**src/rtl/vga_sprite_collision_core_pkg.sv**
```systemverilog
// Package: vga_coll_pkg
// Shared types and slot-bus register addresses for the sprite collision core.
//   coll_state_t : collision FSM encoding (DISARMED / ARMED / TRIGGERED)
//   REG_*        : decoded values of addr[1:0] for writes (CTRL, CLR) and reads
//                  (STAT, CNT, HIT, FRM)
package vga_coll_pkg;

  typedef enum logic [1:0] {
    DISARMED  = 2'd0,
    ARMED     = 2'd1,
    TRIGGERED = 2'd2
  } coll_state_t;

  // write map
  localparam logic [1:0] REG_CTRL = 2'd0;
  localparam logic [1:0] REG_CLR  = 2'd1;
  // read map
  localparam logic [1:0] REG_STAT = 2'd0;
  localparam logic [1:0] REG_CNT  = 2'd1;
  localparam logic [1:0] REG_HIT  = 2'd2;
  localparam logic [1:0] REG_FRM  = 2'd3;

endpackage

```
**src/rtl/vga_sprite_collision_core_if.sv**
```systemverilog
// Interface: vga_sprite_collision_core_if
// Slot bus between the MicroBlaze side (master) and the collision core (slave).
//   cs, read, write : slot select and 1-clk strobes
//   addr            : 14-bit word address (core decodes addr[1:0])
//   wr_data         : write data
//   rd_data         : read data, combinational from addr[1:0]
interface vga_sprite_collision_core_if;
  logic        cs;
  logic        read;
  logic        write;
  logic [13:0] addr;
  logic [31:0] wr_data;
  logic [31:0] rd_data;

  modport master (output cs, read, write, addr, wr_data, input rd_data);
  modport slave  (input cs, read, write, addr, wr_data, output rd_data);
endinterface

```
**src/rtl/vga_sprite_collision_core_pix_align.sv**
```systemverilog
// Module: coll_pix_align
// Delays the sync-counter coordinates by PIPE_DLY clocks (0..3) so they line up
// with the sprite layer colour outputs, and detects pixel changes.
//   clk, reset  : clock, asynchronous active-high reset
//   x, y        : raw coordinates (held several clocks per pixel)
//   xd, yd      : delayed coordinates
//   new_pix     : first clock on which (xd,yd) differs from the previous value
//   frame_start : new_pix at (0,0)
module coll_pix_align #(
  parameter int unsigned PIPE_DLY = 1
) (
  input  logic        clk,
  input  logic        reset,
  input  logic [10:0] x,
  input  logic [10:0] y,
  output logic [10:0] xd,
  output logic [10:0] yd,
  output logic        new_pix,
  output logic        frame_start
);

  logic [21:0] s1, s2, s3;
  logic [21:0] cur;
  logic [21:0] prev;

  always_ff @(posedge clk or posedge reset) begin
    if (reset) begin
      s1 <= '0;
      s2 <= '0;
      s3 <= '0;
    end else begin
      s1 <= {x, y};
      s2 <= s1;
      s3 <= s2;
    end
  end

  // Fixed 3-deep line with a tap select; unused stages are trimmed.
  always_comb begin
    case (PIPE_DLY)
      0:       cur = {x, y};
      1:       cur = s1;
      2:       cur = s2;
      default: cur = s3;
    endcase
  end

  // prev resets to an out-of-range coordinate so the first pixel after reset is new.
  always_ff @(posedge clk or posedge reset) begin
    if (reset) prev <= '1;
    else       prev <= cur;
  end

  assign xd          = cur[21:11];
  assign yd          = cur[10:0];
  assign new_pix     = (cur != prev);
  assign frame_start = new_pix && (cur == '0);

endmodule

```
**src/rtl/vga_sprite_collision_core.sv**
```systemverilog
// Module: vga_sprite_collision_core
// Observe-only collision detector for two keyed sprite layers. Counts pixels
// where both layers are opaque, records the first hit per frame and latches the
// results at frame wrap for the CPU.
//   clk, reset       : clock, asynchronous active-high reset
//   x, y             : pixel coordinates from the sync counter
//   sa_rgb, sb_rgb   : pre-blend sprite layer pixels
//   bus (slave)      : slot bus, see vga_sprite_collision_core_if
//   irq              : sticky & irq_en (only with VGA_COLL_IRQ_EN defined)
// Build option: VGA_COLL_IRQ_EN adds the irq port and ctrl bit2 (irq_en).
module vga_sprite_collision_core
  import vga_coll_pkg::*;
#(
  parameter int              CD        = 12,
  parameter logic [CD-1:0]   KEY_COLOR = '0,
  parameter int              HRES      = 640,
  parameter int              VRES      = 480,
  parameter int unsigned     PIPE_DLY  = 1,
  parameter int              CNT_W     = 20
) (
  input  logic          clk,
  input  logic          reset,
  input  logic [10:0]   x,
  input  logic [10:0]   y,
  input  logic [CD-1:0] sa_rgb,
  input  logic [CD-1:0] sb_rgb,
`ifdef VGA_COLL_IRQ_EN
  output logic          irq,
`endif
  vga_sprite_collision_core_if.slave bus
);

  localparam logic [11:0] HRES_L = 12'(HRES);
  localparam logic [11:0] VRES_L = 12'(VRES);

  logic [10:0]      xd, yd;
  logic             new_pix, frame_start;
  logic             ctrl_wr, clr_wr, stat_rd, hit, latch;

  coll_state_t      state;
  logic             oneshot;
  logic [CNT_W-1:0] acc_cnt, last_count;
  logic [10:0]      acc_x, acc_y, first_x, first_y;
  logic             acc_hv, hit_valid, frame_valid, sticky;
  logic [15:0]      frame_cnt;

  coll_pix_align #(.PIPE_DLY(PIPE_DLY)) u_align (
    .clk         (clk),
    .reset       (reset),
    .x           (x),
    .y           (y),
    .xd          (xd),
    .yd          (yd),
    .new_pix     (new_pix),
    .frame_start (frame_start)
  );

  always_comb begin
    ctrl_wr = bus.cs && bus.write && (bus.addr[1:0] == REG_CTRL);
    clr_wr  = bus.cs && bus.write && (bus.addr[1:0] == REG_CLR);
    stat_rd = bus.cs && bus.read  && (bus.addr[1:0] == REG_STAT);
    hit     = new_pix && ({1'b0, xd} < HRES_L) && ({1'b0, yd} < VRES_L) &&
              (sa_rgb != KEY_COLOR) && (sb_rgb != KEY_COLOR);
    // Latch decision uses the pre-write state so a same-cycle ctrl write cannot cancel it.
    latch   = (state == ARMED) && frame_start;
  end

  always_ff @(posedge clk or posedge reset) begin
    if (reset) begin
      state       <= DISARMED;
      oneshot     <= 1'b0;
      acc_cnt     <= '0;
      acc_x       <= '0;
      acc_y       <= '0;
      acc_hv      <= 1'b0;
      last_count  <= '0;
      first_x     <= '0;
      first_y     <= '0;
      hit_valid   <= 1'b0;
      frame_valid <= 1'b0;
      sticky      <= 1'b0;
      frame_cnt   <= '0;
    end else begin
      if (ctrl_wr)
        state <= bus.wr_data[0] ? ARMED : DISARMED;
      else if (clr_wr && state == TRIGGERED)
        state <= ARMED;
      else if (latch && acc_hv && oneshot)
        state <= TRIGGERED;

      if (ctrl_wr) oneshot <= bus.wr_data[1];

      if (state != ARMED) begin
        acc_cnt <= '0;
        acc_x   <= '0;
        acc_y   <= '0;
        acc_hv  <= 1'b0;
      end else if (frame_start) begin
        // The (0,0) pixel opens the new frame's accumulation.
        acc_cnt <= CNT_W'(hit);
        acc_hv  <= hit;
        acc_x   <= hit ? xd : '0;
        acc_y   <= hit ? yd : '0;
      end else if (hit) begin
        if (acc_cnt != '1) acc_cnt <= acc_cnt + CNT_W'(1);
        if (!acc_hv) begin
          acc_hv <= 1'b1;
          acc_x  <= xd;
          acc_y  <= yd;
        end
      end

      if (latch) begin
        last_count <= acc_cnt;
        first_x    <= acc_x;
        first_y    <= acc_y;
        hit_valid  <= acc_hv;
        frame_cnt  <= frame_cnt + 16'd1;
      end

      if (latch)       frame_valid <= 1'b1;
      else if (clr_wr) frame_valid <= 1'b0;

      // A same-cycle set beats the read/write clear.
      if (latch && acc_cnt != '0)   sticky <= 1'b1;
      else if (stat_rd || clr_wr)   sticky <= 1'b0;
    end
  end

`ifdef VGA_COLL_IRQ_EN
  logic irq_en;
  always_ff @(posedge clk or posedge reset) begin
    if (reset)        irq_en <= 1'b0;
    else if (ctrl_wr) irq_en <= bus.wr_data[2];
  end
  assign irq = sticky & irq_en;
  logic unused_bits;
  assign unused_bits = ^{bus.addr[13:2], bus.wr_data[31:3]};
`else
  logic unused_bits;
  assign unused_bits = ^{bus.addr[13:2], bus.wr_data[31:2]};
`endif

  always_comb begin
    bus.rd_data = '0;
    case (bus.addr[1:0])
      REG_STAT: bus.rd_data = {28'd0, state, frame_valid, sticky};
      REG_CNT:  bus.rd_data = 32'(last_count);
      REG_HIT:  bus.rd_data = {hit_valid, 4'd0, first_y, 5'd0, first_x};
      REG_FRM:  bus.rd_data = {16'd0, frame_cnt};
      default:  bus.rd_data = '0;
    endcase
  end

endmodule
```
**src/flat_wrapper.sv**
```systemverilog
// flat-port wrapper written by rule: the top's interface ports become plain ports
module vga_sprite_collision_core_flat import vga_coll_pkg::*;
#(
  parameter int              CD        = 12,
  parameter logic [CD-1:0]   KEY_COLOR = '0,
  parameter int              HRES      = 640,
  parameter int              VRES      = 480,
  parameter int unsigned     PIPE_DLY  = 1,
  parameter int              CNT_W     = 20
)
  (clk, reset, x, y, sa_rgb, sb_rgb, bus_cs, bus_read, bus_write, bus_addr, bus_wr_data, bus_rd_data);
  vga_sprite_collision_core_if bus_i ();
  input  logic clk;
  input  logic reset;
  input  logic [10:0] x;
  input  logic [10:0] y;
  input  logic [CD-1:0] sa_rgb;
  input  logic [CD-1:0] sb_rgb;
  input wire logic [$bits(bus_i.cs)-1:0] bus_cs;
  input wire logic [$bits(bus_i.read)-1:0] bus_read;
  input wire logic [$bits(bus_i.write)-1:0] bus_write;
  input wire logic [$bits(bus_i.addr)-1:0] bus_addr;
  input wire logic [$bits(bus_i.wr_data)-1:0] bus_wr_data;
  output wire logic [$bits(bus_i.rd_data)-1:0] bus_rd_data;
  assign bus_i.cs = bus_cs;
  assign bus_i.read = bus_read;
  assign bus_i.write = bus_write;
  assign bus_i.addr = bus_addr;
  assign bus_i.wr_data = bus_wr_data;
  assign bus_rd_data = bus_i.rd_data;
  vga_sprite_collision_core #(.CD(CD), .KEY_COLOR(KEY_COLOR), .HRES(HRES), .VRES(VRES), .PIPE_DLY(PIPE_DLY), .CNT_W(CNT_W)) u_core (.clk(clk), .reset(reset), .x(x), .y(y), .sa_rgb(sa_rgb), .sb_rgb(sb_rgb), .bus(bus_i));
endmodule
```
**config.mk**
```make
export PLATFORM = sky130hd
export DESIGN_NAME = vga_sprite_collision_core_flat
export DESIGN_NICKNAME = d
export VERILOG_FILES = /design/src/rtl/vga_sprite_collision_core_pkg.sv /design/src/rtl/vga_sprite_collision_core_if.sv /design/src/rtl/vga_sprite_collision_core_pix_align.sv /design/src/rtl/vga_sprite_collision_core.sv /design/src/flat_wrapper.sv
export SDC_FILE = /design/constraint.sdc
export NUM_CORES = 1
export LEC_CHECK = 0
export CAP_MARGIN = 10
export CORE_MARGIN = 2
export CORE_UTILIZATION = 53
export CTS_BUF_LIST = sky130_fd_sc_hd__clkbuf_8
export DETAILED_ROUTE_END_ITERATION = 10
export PLACE_DENSITY_LB_ADDON = 0.08
export SYNTH_ARGS = -nofsm -noshare
export SYNTH_HDL_FRONTEND = slang
export SYNTH_SLANG_ARGS = --single-unit
```
**constraint.sdc**
```tcl
create_clock -name clk -period 10.9 [get_ports clk]
set_clock_uncertainty 0.1 [all_clocks]
set_input_delay 3.27 -clock clk [delete_from_list [all_inputs] [get_ports clk]]
set_output_delay 3.27 -clock clk [all_outputs]
set_load 0.01 [all_outputs]
```
### Word-level counts from Yosys, hierarchy flattened

Cells that the tools add are included.

| storage, ports and cells | value |
|---|---|
| logic and storage cells | 82 |
| bits in registers | 151 |
| input bits | 97 |
| output and inout port bits | 32 |

| operators by class | value |
|---|---|
| eq/ne operators | 9 |
| reductions and logical operators | 28 |
| order comparisons | 2 |
| multiplexer cells | 26 |
| add/sub/neg operators | 2 |

Operators with widths:

| kind | count |
|---|---|
| $pmux W32 S4 | 1 |
| $mux W11 | 10 |
| $mux W20 | 4 |
| $reduce_bool A12 Y1 | 2 |
| $logic_not A22 Y1 | 1 |
| $ne A22 B22 Y1 | 1 |
| $add A20 B1 Y20 const B | 1 |
| $ne A20 B20 Y1 const B | 1 |
| $reduce_bool A20 Y1 | 1 |
| $add A16 B1 Y16 const B | 1 |
| $logic_and A1 B1 Y1 | 15 |
| $lt A11 B10 Y1 const B | 1 |
| $lt A11 B9 Y1 const B | 1 |
| $reduce_bool A3 Y1 | 3 |
| $mux W1 | 8 |
| $eq A2 B2 Y1 const B | 3 |
| $mux W2 | 3 |
| $eq A2 B1 Y1 const B | 2 |
| $reduce_and A2 Y1 | 2 |
| $reduce_bool A2 Y1 | 2 |
| $ne A3 B2 Y1 const B | 1 |
| $logic_not A2 Y1 | 1 |
| $ne A2 B1 Y1 const B | 1 |
| $logic_or A1 B1 Y1 | 1 |

### Longest topological paths before layout

| logic depth | value |
|---|---|
| word-level depth | 8 |
| gate-level depth with buffers | 10 |
| depth with buffers taken out | 7 |

### Hierarchy

A second synthesis with hierarchy kept.

| second synthesis, totals | value |
|---|---|
| cells, all modules | 611 |
| area, all modules | 6,576.3 µm² |

Modules (own cells, without submodules):

| module | sequential area each (µm²) | times used | cells each | area each (µm²) |
|---|---|---|---|---|
| vga_sprite_collision_core | 2,677.6 | 1 | 529 | 5,152.4 |
| coll_pix_align | 1,128.6 | 1 | 82 | 1,423.9 |

### Least setup slack after synthesis

Ideal clock, no wire load.

| timing path | value |
|---|---|
| path type | input port to output port |
| start point | in bus_addr[1] |
| end point | out bus_rd_data[2] |
| data required time | 7,530 ps |
| path buffers | 2 |
| arrival time | 4,341 ps |
| cell stages on the path | 3 |
| setup slack | 3,189 ps |
| cells stage by stage | buf_1 -> clkbuf_1 -> mux4_2 |

| between the ends | value |
|---|---|
| word-level cells in the longest chain between the ends | 2 |
| elaborated cells on any way between the ends | 5 |
| classes of those cells | eq/ne: 3; mux: 1; reduce/logical: 1 |

RTL lines:

| element | RTL line | RTL |
|---|---|---|
| start: declaration | flat_wrapper.sv:22 | `input wire logic [$bits(bus_i.addr)-1:0] bus_addr;` |
| $eq A2 B2 Y1, or another cell as far along | vga_sprite_collision_core.sv:146 | `case (bus.addr[1:0])` |
| $pmux W32 S4 (*) | vga_sprite_collision_core.sv:146 |  |
| end: declaration | flat_wrapper.sv:24 | `output wire logic [$bits(bus_i.rd_data)-1:0] bus_rd_data;` |

Mark *: on every way between the ends. The rest lies on a longest branch, timed or not. The select of a mux whose other input is x is not followed.

### Final worst setup path

| timing path | value |
|---|---|
| start point | in bus_addr[0] |
| end point | out bus_rd_data[16] |

Same word-level chain as after synthesis.

==> impl_metrics.tcl <==
set metrics [dict create \
    cap_violations 0 \
    p_seq_share_pct 53.8 \
    rrSetupSlack_ps 7870 \
    leakagePower_uw 0.003425 \
    hpwlAfterDp_um 10050 \
    seq_area_frac_synth_pct 56.27 \
    crit_family "buffers and inverters" \
    relSlewSlack_pct 25.56 \
    drtIter0Drc 254 \
    area_growth_pct 18.90 \
    placed_area_um2 7635 \
    final_layout_size_suffix_gt1_share_pct 20.19 \
    crit_buf_inv 2 \
    crit_path_start_kind "input pin" \
    grt_usage_pct 22.60 \
    clkPwrFrac_pct 38.8 \
    status "finished clean" \
    switchingPower_uw 273.0 \
    grt_max_degree 79 \
    finalHoldViolations 0 \
    synth.avg_cell_area_um2 12.48 \
    fill_cells 1008 \
    required_ps 7530 \
    post-cts-setup-buffers 0 \
    grt_pass1_wl_um 23240 \
    synth_seq_cells 151 \
    gp_congestion 0.8161 \
    grt_pass1_vias 4587 \
    core-area_um2 12520 \
    rsz0062_at_grt "no" \
    antenna_found_initial 0 \
    drc 0 \
    ys_warn_count 0 \
    grt-ovfl-total 0 \
    cpMostUsedCell "clkdlybuf4s50_1" \
    hp-class "reg -> reg" \
    via_count 4561 \
    avgViaCountPerCell 5.659 \
    final_cell_area_um2 8043 \
    worstPathArrival_ps 5570 \
    syn_inst 542 \
    yosys.cell_types.count 53 \
    crit_chain "clkdlybuf4s50_1 -> nor2b_1 -> a22o_1 -> clkdlybuf4s50_1" \
    ant_nets 0 \
    p_per_area_nw_per_um2 138.0 \
    clockBufferDepth 2 \
    num_io_pins 129 \
    synth.cell_area_um2 6764 \
    postCtsHoldBufs 0 \
    post-place-ws_ps 1898 \
    swShare_pct 24.60 \
    initial_core_util_pct 54.04 \
    cp_max_fo 13 \
    numCtsBuffers 17 \
    cp-end-kind "primary output" \
    clk_latency_ps 460 \
    period_share_pct 82.02 \
    intPower_uw 836.6 \
    maxClockFrequency_ghz 0.1119 \
    layout_common_cells "129 x dfrtp_1, 82 x clkdlybuf4s50_1, 47 x mux2_2" \
    critPathKind "in -> out" \
    cts_tree "done" \
    netlist.area_leader.share_pct 47.72 \
    p_total_uw 1110 \
    dieArea_um2 13680 \
    async_reset_ff_share_pct 100.0 \
    wl_per_cell_um 17.63 \
    final_util_pct 64.25 \
    setup_viol_count_final 0 \
    nets 721 \
    drt_first_pass_iters 5 \
    antenna_cells 0 \
    core.rowCount 41 \
    wl_um 14210 \
    cts_resized 0 \
    ir_drop_uv 115.6 \
    maxSlewViolCount 0 \
    worstMarginPinSlew_ps 1117 \
    synth_ff_type "dfrtp_1" \
    dieHeight_um 117.0 \
    final_common_cell "dfrtp_1" \
    p_comb_share_pct 7.5 \
    timing.setup.tns_ps 0 \
    path_clk_slew_ps 80 \
    io_buffers 82 \
    synth_area_leaders "dfrtp_1 48%, dfstp_2 8.5%, mux2_2 7.8%" \
    cts_root_buf "clkbuf_8" \
    setup_ws_ps 1960 \
    die_w_um 117.0 \
    htreeDepth 4 \
    max_stage_delay_ps 720 \
    cts_sinks 151 \
    critPathSlowestCell "clkdlybuf4s50_1" \
    synth_enable_flop_cells 0 \
    fin_crit_ps 8940 \
    yosysTopAreaCell "dfrtp_1" \
]
==> layer usage <==
| metal | track usage (%) | vias to the layer above | wire [µm] |
|---|---|---|---|
| li1 | - | 2154 | - |
| met1 | 29.36 | 2276 | 6171 |
| met2 | 37.46 | 112 | 7167 |
| met3 | 4.531 | 19 | 572 |
| met4 | 9.255 | 0 | 297 |
| met5 | 0 | - | 0 |
==> registers in the layout (all words and copies together) (netlist names) <==
register	count
u_core.acc_hv	1
u_core.u_align.prev	22
u_core.acc_cnt	20
u_core.acc_y	11
u_core.state	2
u_core.frame_valid	1
u_core.first_y	11
u_core.frame_cnt	16
u_core.sticky	1
u_core.first_x	11
u_core.acc_x	11
u_core.hit_valid	1
u_core.u_align.cur	22
u_core.last_count	20
u_core.oneshot	1
==> kinds of logic after synthesis <==
family	after synthesis	share of synthesized area, %
buffers and inverters	43	4.033
multiplexers	57	10.04
adder cells (fa/ha/maj)	3	0.5550
flip-flops	151	56.27
AND/OR/NAND/NOR	160	14.35
XOR/XNOR	37	4.791
AO/OA/AOI/OAI	90	9.897
other	1	0.05544
==> final timing paths <==
check | from | end | depth (start not counted)
max | bus_addr[0] | bus_rd_data[16] | 4
min | u_core.u_align.cur[21] | u_core.u_align.prev[21] | 0
max reg2reg | u_core.u_align.cur[9] | u_core.acc_cnt[6] | 6
min reg2reg | u_core.u_align.cur[21] | u_core.u_align.prev[21] | 0
max in group asynchronous | reset | u_core.acc_cnt[13] | 3
min in group asynchronous | reset | u_core.u_align.cur[15] | 2
==> cells in the mapped netlist, types with 6 or more instances <==
master and n:
dfrtp_1 129, mux2_2 47, a22o_1 30, nand2_1 27
xnor2_1 27, nand3_1 23, a21oi_1 22, dfstp_2 22
nor4_1 21, o31ai_1 14, or4_1 14, and2_1 13
inv_1 12, nand4_1 12, nor2_1 12, o21ai_0 12
xor2_1 10, buf_4 8, nor2b_1 8, buf_6 7
clkbuf_1 7, mux2i_1 6
==> metrics by stage <==
| step | std cells | hold WS [ps] |
|---|---|---|
| after global routing | 806 | 323.9 |
| final | 806 | 317.3 |
| after detailed placement | 774 | 306.6 |
| after floorplan | 545 | 293.9 |
| after CTS | 806 | 318.4 |
| after global placement | 774 | 306.8 |
==> power by group through the flow <==
stage / clock network, µW / logic [µW] / registers, µW
2_1_floorplan: 0 / 52.4 / 602
3_3_place_gp: 0 / 82.7 / 606
3_5_place_dp: 0 / 84.2 / 607
4_1_cts: 440 / 84.7 / 596
5_1_grt: 464 / 91.7 / 599
6_report: 430 / 82.8 / 596
==> cell type report <==
class                      count  area [µm²]  area share (%)
tap                          172       215.2           2.676
timing repair buffer          88       865.8           10.77
sequential                   151        3806           47.32
multi-input combinational    351        2698           33.54
clock inverter                13       146.4           1.820
inverter                      12       50.05          0.6223
clock buffer                  19       261.5           3.251
==> worst reg2reg max path: cells and delay by family (launching register included) <==
family,cells,cell delay [ps]
and+or+nand+nor,5,2270
DFF,1,410
AOI/OAI and AO/OA,1,170
Note: power is estimated with default switching activity, not from simulation.
